**src/rtl/bin_to_bcd_pkg.sv**
```systemverilog
// bin_to_bcd_pkg: shared FSM states, blank nibble and power-of-ten helper for bin_to_bcd_seq
package bin_to_bcd_pkg;
  typedef enum logic [1:0] {IDLE, SHIFT, DONE} state_e;
  localparam logic [3:0] BLANK_NIBBLE = 4'hF;
  localparam int POW_W = 256;
  function automatic logic [POW_W-1:0] pow10(input int n);
    pow10 = POW_W'(1);
    for (int i = 0; i < n; i++) pow10 = pow10 * POW_W'(10);
  endfunction
endpackage

```
**src/rtl/bin_to_bcd_seq_add3.sv**
```systemverilog
// bcd_add3: double-dabble digit correction, adds 3 to nibbles of 5 or more
module bcd_add3 (
  input  logic [3:0] d_i,
  output logic [3:0] d_o
);
  assign d_o = (d_i >= 4'd5) ? d_i + 4'd3 : d_i;
endmodule

```
**src/rtl/bin_to_bcd_seq.sv**
```systemverilog
// bin_to_bcd_seq: sequential double-dabble binary-to-BCD converter, one bit per clock
// Define BIN_TO_BCD_BLANK_EN to write leading zero digits as 4'hF.
module bin_to_bcd_seq
  import bin_to_bcd_pkg::*;
#(
  parameter int NUM_WIDTH  = 32,
  parameter int NUM_DIGITS = 4
) (
  input  logic                    clk_i,
  input  logic                    rst_n_i,
  input  logic                    start_i,
  input  logic [NUM_WIDTH-1:0]    number_in_i,
  output logic                    busy_o,
  output logic                    done_o,
  output logic [4*NUM_DIGITS-1:0] bcd_out_o,
  output logic                    overflow_o
);
  localparam int BW = 4 * NUM_DIGITS;
  localparam int CW = $clog2(NUM_WIDTH + 1);
  localparam logic [POW_W-1:0] LIMIT = pow10(NUM_DIGITS);
  state_e               state_q, state_d;
  logic [NUM_WIDTH-1:0] sr_q, sr_d, sr_sh;
  logic [BW-1:0]        acc_q, acc_d, acc_sh, adj, result, bcd_q, bcd_d;
  logic [CW-1:0]        cnt_q, cnt_d;
  logic                 ovf_q, ovf_d, in_range;
  for (genvar g = 0; g < NUM_DIGITS; g++) begin : g_add3
    bcd_add3 u_add3 (.d_i(acc_q[4*g+:4]), .d_o(adj[4*g+:4]));
  end
  // The accumulator MSB falls off the top here; it is zero for in-range inputs.
  assign {acc_sh, sr_sh} = {adj, sr_q} << 1;
  assign in_range = POW_W'(number_in_i) < LIMIT;
`ifdef BIN_TO_BCD_BLANK_EN
  function automatic logic [BW-1:0] blank(input logic [BW-1:0] v);
    logic lead;
    blank = v;
    lead = 1'b1;
    for (int i = NUM_DIGITS - 1; i > 0; i--) begin
      lead = lead && (v[4*i+:4] == 4'd0);
      if (lead) blank[4*i+:4] = BLANK_NIBBLE;
    end
  endfunction
  assign result = blank(acc_sh);
`else
  assign result = acc_sh;
`endif
  always_ff @(posedge clk_i or negedge rst_n_i) begin
    if (!rst_n_i) begin
      state_q <= IDLE;
      sr_q    <= '0;
      acc_q   <= '0;
      cnt_q   <= '0;
      bcd_q   <= '0;
      ovf_q   <= 1'b0;
    end else begin
      state_q <= state_d;
      sr_q    <= sr_d;
      acc_q   <= acc_d;
      cnt_q   <= cnt_d;
      bcd_q   <= bcd_d;
      ovf_q   <= ovf_d;
    end
  end
  always_comb begin
    state_d = state_q;
    sr_d    = sr_q;
    acc_d   = acc_q;
    cnt_d   = cnt_q;
    bcd_d   = bcd_q;
    ovf_d   = ovf_q;
    if (state_q == SHIFT) begin
      sr_d  = sr_sh;
      acc_d = acc_sh;
      cnt_d = cnt_q - CW'(1);
      if (cnt_q == CW'(1)) begin
        bcd_d   = result;
        ovf_d   = 1'b0;
        state_d = DONE;
      end
    end else begin
      state_d = IDLE;
      if (start_i && in_range) begin
        sr_d    = number_in_i;
        acc_d   = '0;
        cnt_d   = CW'(NUM_WIDTH);
        state_d = SHIFT;
      end else if (start_i) begin
        bcd_d   = {NUM_DIGITS{BLANK_NIBBLE}};
        ovf_d   = 1'b1;
        state_d = DONE;
      end
    end
  end
  assign busy_o     = state_q == SHIFT;
  assign done_o     = state_q == DONE;
  assign bcd_out_o  = bcd_q;
  assign overflow_o = ovf_q;
endmodule

```
**config.mk**
```make
export PLATFORM = sky130hd
export DESIGN_NAME = bin_to_bcd_seq
export DESIGN_NICKNAME = d
export VERILOG_FILES = /design/src/rtl/bin_to_bcd_pkg.sv /design/src/rtl/bin_to_bcd_seq_add3.sv /design/src/rtl/bin_to_bcd_seq.sv
export SDC_FILE = /design/constraint.sdc
export NUM_CORES = 1
export LEC_CHECK = 0
export ABC_CLOCK_PERIOD_IN_PS = 2300
export CAP_MARGIN = 20
export CORE_MARGIN = 2
export CORE_UTILIZATION = 53
export DETAILED_ROUTE_END_ITERATION = 6
export GPL_ROUTABILITY_DRIVEN = 1
export PLACE_DENSITY = 0.78
export SLEW_MARGIN = 5
export SYNTH_ARGS = -nofsm -noshare
export SYNTH_HDL_FRONTEND = slang
export SYNTH_SLANG_ARGS = --single-unit
```
**constraint.sdc**
```tcl
create_clock -name clk_i -period 2.3 [get_ports clk_i]
set_clock_uncertainty 0.1 [all_clocks]
set_input_delay 0.345 -clock clk_i [delete_from_list [all_inputs] [get_ports clk_i]]
set_output_delay 0.345 -clock clk_i [all_outputs]
set_load 0.01 [all_outputs]
```
* Word level (Yosys, flattened, before mapping)
Index checks and enable logic that the tools add are counted.
Cells by class: add/subtract/negate cells 5, $lt $le $gt $ge 5, equality and inequality tests 5, mux-type cells 22, reductions and logical operators 4
Operators by type and width (number):
- $mux 16 | 6
- $mux 32 | 2
- $lt 32x14->1 const B | 1
- $ge 4x3->1 const B | 4
- $add 4x2->4 const B | 3
- $mux 4 | 3
- $mux 6 | 2
- $mux 2 | 4
- $eq 6x1->1 const B | 1
- $sub 6x1->6 const B | 1
- $mux 1 | 4
- $reduce_bool 2->1 | 2
- $add 3x2->3 const B | 1
- $mux 3 | 1
- $reduce_and 3->1 | 1
- $eq 2x1->1 const B | 1
- $eq 2x2->1 const B | 1
- $ne 2x1->1 const B | 1
- $ne 2x2->1 const B | 1
- $logic_and 1x1->1 | 1
Storage, ports and cells: flip-flop bits (word level) 73, input port bits 35, output and inout port bits 19, word-level logic and storage cells 47

* Depth between registers and ports, before layout
depth in word-level cells 4, mapped depth 6, depth with buffers taken out 6

* Modules after synthesis
From an unflattened synthesis, not the netlist that was laid out.
Second synthesis, totals: cell total of the unflattened synthesis 417, area total of the unflattened synthesis 3699.8 um^2
By module, submodules not included:
- bin_to_bcd_seq | instances 1, cells each 353, area each 3294.4 um^2, sequential area each 1826.8 um^2
- bcd_add3 | instances 4, cells each 16, area each 101.3 um^2, sequential area each 0.0 um^2

* Worst setup path after synthesis
OpenSTA, ideal clock, no wires.
path type input-to-reg, start point input port number_in_i[6], end point register sr_q[10], library setup time 0.125 ns, arrival time 1.798 ns, required time 2.075 ns, setup slack 0.277 ns, stages on the path 5, buffers on the path 1, cell sequence nor4_1 > o21ai_1 > or4_4 > buf_6 > mux2_4
Between the ends: cells in the longest elaborated chain, start to end 3
RTL lines:
- from (decl) | RTL line bin_to_bcd_seq.sv:12 | input logic [NUM_WIDTH-1:0] number_in_i,
- $lt 32x14->1 | RTL line bin_to_bcd_seq.sv:31 | assign in_range = POW_W'(number_in_i) < LIMIT;
- $logic_and 1x1->1 | RTL line bin_to_bcd_seq.sv:81 | if (start_i && in_range) begin
- $reduce_bool 2->1 (no line)
- to (signal assigned) | RTL line bin_to_bcd_seq.sv:56 | sr_q <= sr_d;
- to (decl) | RTL line bin_to_bcd_seq.sv:22 | logic [NUM_WIDTH-1:0] sr_q, sr_d, sr_sh;
No other way between the ends. A chain may end at the register's enable or synchronous reset.

* Worst setup path after layout
start point input port number_in_i[6], end point register sr_q[3]
Same word-level chain as after synthesis.

==> impl_metrics.tcl <==
set metrics [dict create \
    drc 0 \
    ys.warnings.count 0 \
    setup_violations 0 \
    io_pins 54 \
    cp_data_arrival_time_ns 2.31 \
    totalWireLength_mm 7.675 \
    track_usage 0.2251 \
    nets 487 \
    yosys.area_share.simple 0.2073 \
    ant_nets 0 \
    synth-main-ff-cell "dfrtp_1" \
    maxClockFrequency_mhz 457.7 \
    dp.final_hpwl_mm 5.243 \
    place_congestion 0.8786 \
    core_um2 6681 \
    cts-root-buf "clkbuf_8" \
    cp.required_ns 2.43 \
    numPortBuffers 53 \
    wl_per_cell_um 14.56 \
    p_leak_nw 2.110 \
    period_share 0.9498 \
    fin_tns_setup_ns 0 \
    hold_viol 0 \
    grt_pass1_vias 2967 \
    overflow 0 \
    grt_max_degree 75 \
    dpl_cell_area_um2 4305 \
    cap_viol_max_count 0 \
    status "finished, final reports clean" \
    crit_start "number_in_i[6]" \
    cts_buffer_depth 2 \
    clkTransAtPathRegs_ns 0.08 \
    final_area_um2 4524 \
    synth-adder-area-share 0.03460 \
    syn_area_um2 3616 \
    grt_setup_unrepaired "no" \
    yosysUniqueCellTypes 42 \
    cts_tree "built" \
    pre_cts_ws_ns -0.2351 \
    antenna_found_initial 0 \
    area.growth.synth_to_final_pct 25.12 \
    route.vias.total 2965 \
    synthArstFlopShare 1.000 \
    syn_nets 429 \
    vdd_drop_max_v 0.0003073 \
    place_inst 510 \
    synth_seq_cells 73 \
    diodes 0 \
    multiInputGateArea_um2 1669 \
    nFillCells 532 \
    hp-class "in -> async" \
    muxShareOfSynthArea 0.05848 \
    worst_setup_path_end_kind "register" \
    avgSynthCellArea_um2 9.417 \
    syn_inst 384 \
    layout_common_cells "nand2_1 (111), dfrtp_1 (73), clkdlybuf4s50_1 (52)" \
    maxSlewViolCount 0 \
    worst-path-max-fanout 11 \
    fp.dieH_um 86.60 \
    rows 30 \
    criticalPathCategory "in -> reg" \
    max-slew-margin-rel 0.5256 \
    clock_sinks 73 \
    stdcell_count 527 \
    grt_pass1_wl_mm 13.26 \
    worst_pin_slew_ns 0.7117 \
    drive_gt1_frac 0.1141 \
    firstDrtPassIters 4 \
    layout_commonest_cell "nand2_1" \
    finalWorstSetupSlack_ns 0.1154 \
    timing.rr.start "state_q[0]" \
    worstSetupStartpointType "input port" \
    synth_xor_area_frac 0.01453 \
    period_needed_ns 2.185 \
    drt_iter0_drc 171 \
    seqCellArea_um2 1827 \
    synth_compound_area_frac 0.1443 \
    holdWs_ns 0.2511 \
    htree_levels 3 \
    cts_buffers 9 \
    ys_seq_area_frac 0.5052 \
    initial_core_util 0.5412 \
    drt-vias-per-instance 5.626 \
    clk_latency_ns 0.34 \
    p_per_area_nw_per_um2 541.0 \
    synth_top_family_by_area "simple AND/OR/NAND/NOR gates" \
    dieArea_um2 7500 \
    synth_edf_count 0 \
    die_x_um 86.60 \
]
## flip-flops by register name, indices dropped and copies added, names as in the netlist
register,count
sr_q,32
state_q,2
overflow_o,1
acc_q,16
bcd_out_o,16
cnt_q,6
## critical path: stages
cell and delay (ns):
clkdlybuf4s50_1 0.42, nor4_1 0.39, o21ai_1 0.16, or4_4 0.66
mux2_4 0.34
## cell usage after synthesis (6+ instances only)
library cell | instances | area share
o211ai_1 | 14 | 0.029
nand3_1 | 6 | 0.0083
nor4_1 | 7 | 0.012
dfrtp_1 | 73 | 0.51
o21ai_0 | 33 | 0.046
nor3b_1 | 8 | 0.017
nand2_1 | 111 | 0.12
ha_1 | 10 | 0.035
a31oi_1 | 6 | 0.010
o22ai_1 | 13 | 0.022
clkbuf_1 | 17 | 0.018
a21oi_1 | 11 | 0.015
inv_1 | 11 | 0.011
mux2_4 | 9 | 0.037
## final timing paths
| path | to | slack (ns) | cells after the start |
|---|---|---|---|
| setup / recovery | sr_q[3] | 0.12 | 5 |
| hold / removal | overflow_o | 0.25 | 2 |
| setup reg to reg | sr_q[3] | 0.32 | 4 |
| hold reg to reg | sr_q[18] | 0.38 | 2 |
| max in group asynchronous | cnt_q[2] | 1.35 | 3 |
| min in group clk_i | sr_q[18] | 0.38 | 2 |
## cell type report
| class | count | share of cell area |
|---|---|---|
| sequential | 73 | 0.4038 |
| clock buffer | 11 | 0.03346 |
| tap | 80 | 0.02212 |
| timing repair buffer | 68 | 0.1499 |
| multi-input combinational | 279 | 0.3689 |
| clock inverter | 5 | 0.01189 |
| inverter | 11 | 0.009956 |
## what timing repair did
item,CTS,global route
buffers inserted,0,0
endpoints found under the setup margin,0,1
hold buffers,1,0
resized for setup,0,1
hold endpoints to repair,33,0
## per-stage QoR
step / util / power (W)
2_1_floorplan: - / 0.001325
3_3_place_gp: 0.6444 / 0.001439
3_5_place_dp: 0.6444 / 0.001442
4_1_cts: 0.6766 / 0.002463
5_1_grt: 0.6772 / 0.002528
6_report: 0.6772 / 0.002448
## power by group
group	switching, W	internal, W	total, W
clock	0.000475	0.000557	0.00103
combinational	0.0000585	0.0000729	0.000131
sequential	0.000000630	0.00128	0.00128
total	0.000535	0.00191	0.00245
## routing by layer
metal  up-vias  track usage  share of wire
li1       1456            -              -
met1      1442       0.2885           0.45
met2        56       0.3671           0.51
met3        11      0.04381          0.026
met4         0       0.1080          0.019
met5         -            0              0
## kinds of logic (layout without fill, tap and decap cells)
kind of cell    count (synthesis)  after routing
xor+xnor                        6              6
mux                            16             16
buf+inv                        32             95
compound gates                 86             86
simple gates                  161            161
fa+ha+maj                      10             10
flops                          73             73
(Power assumes the default switching activity.)
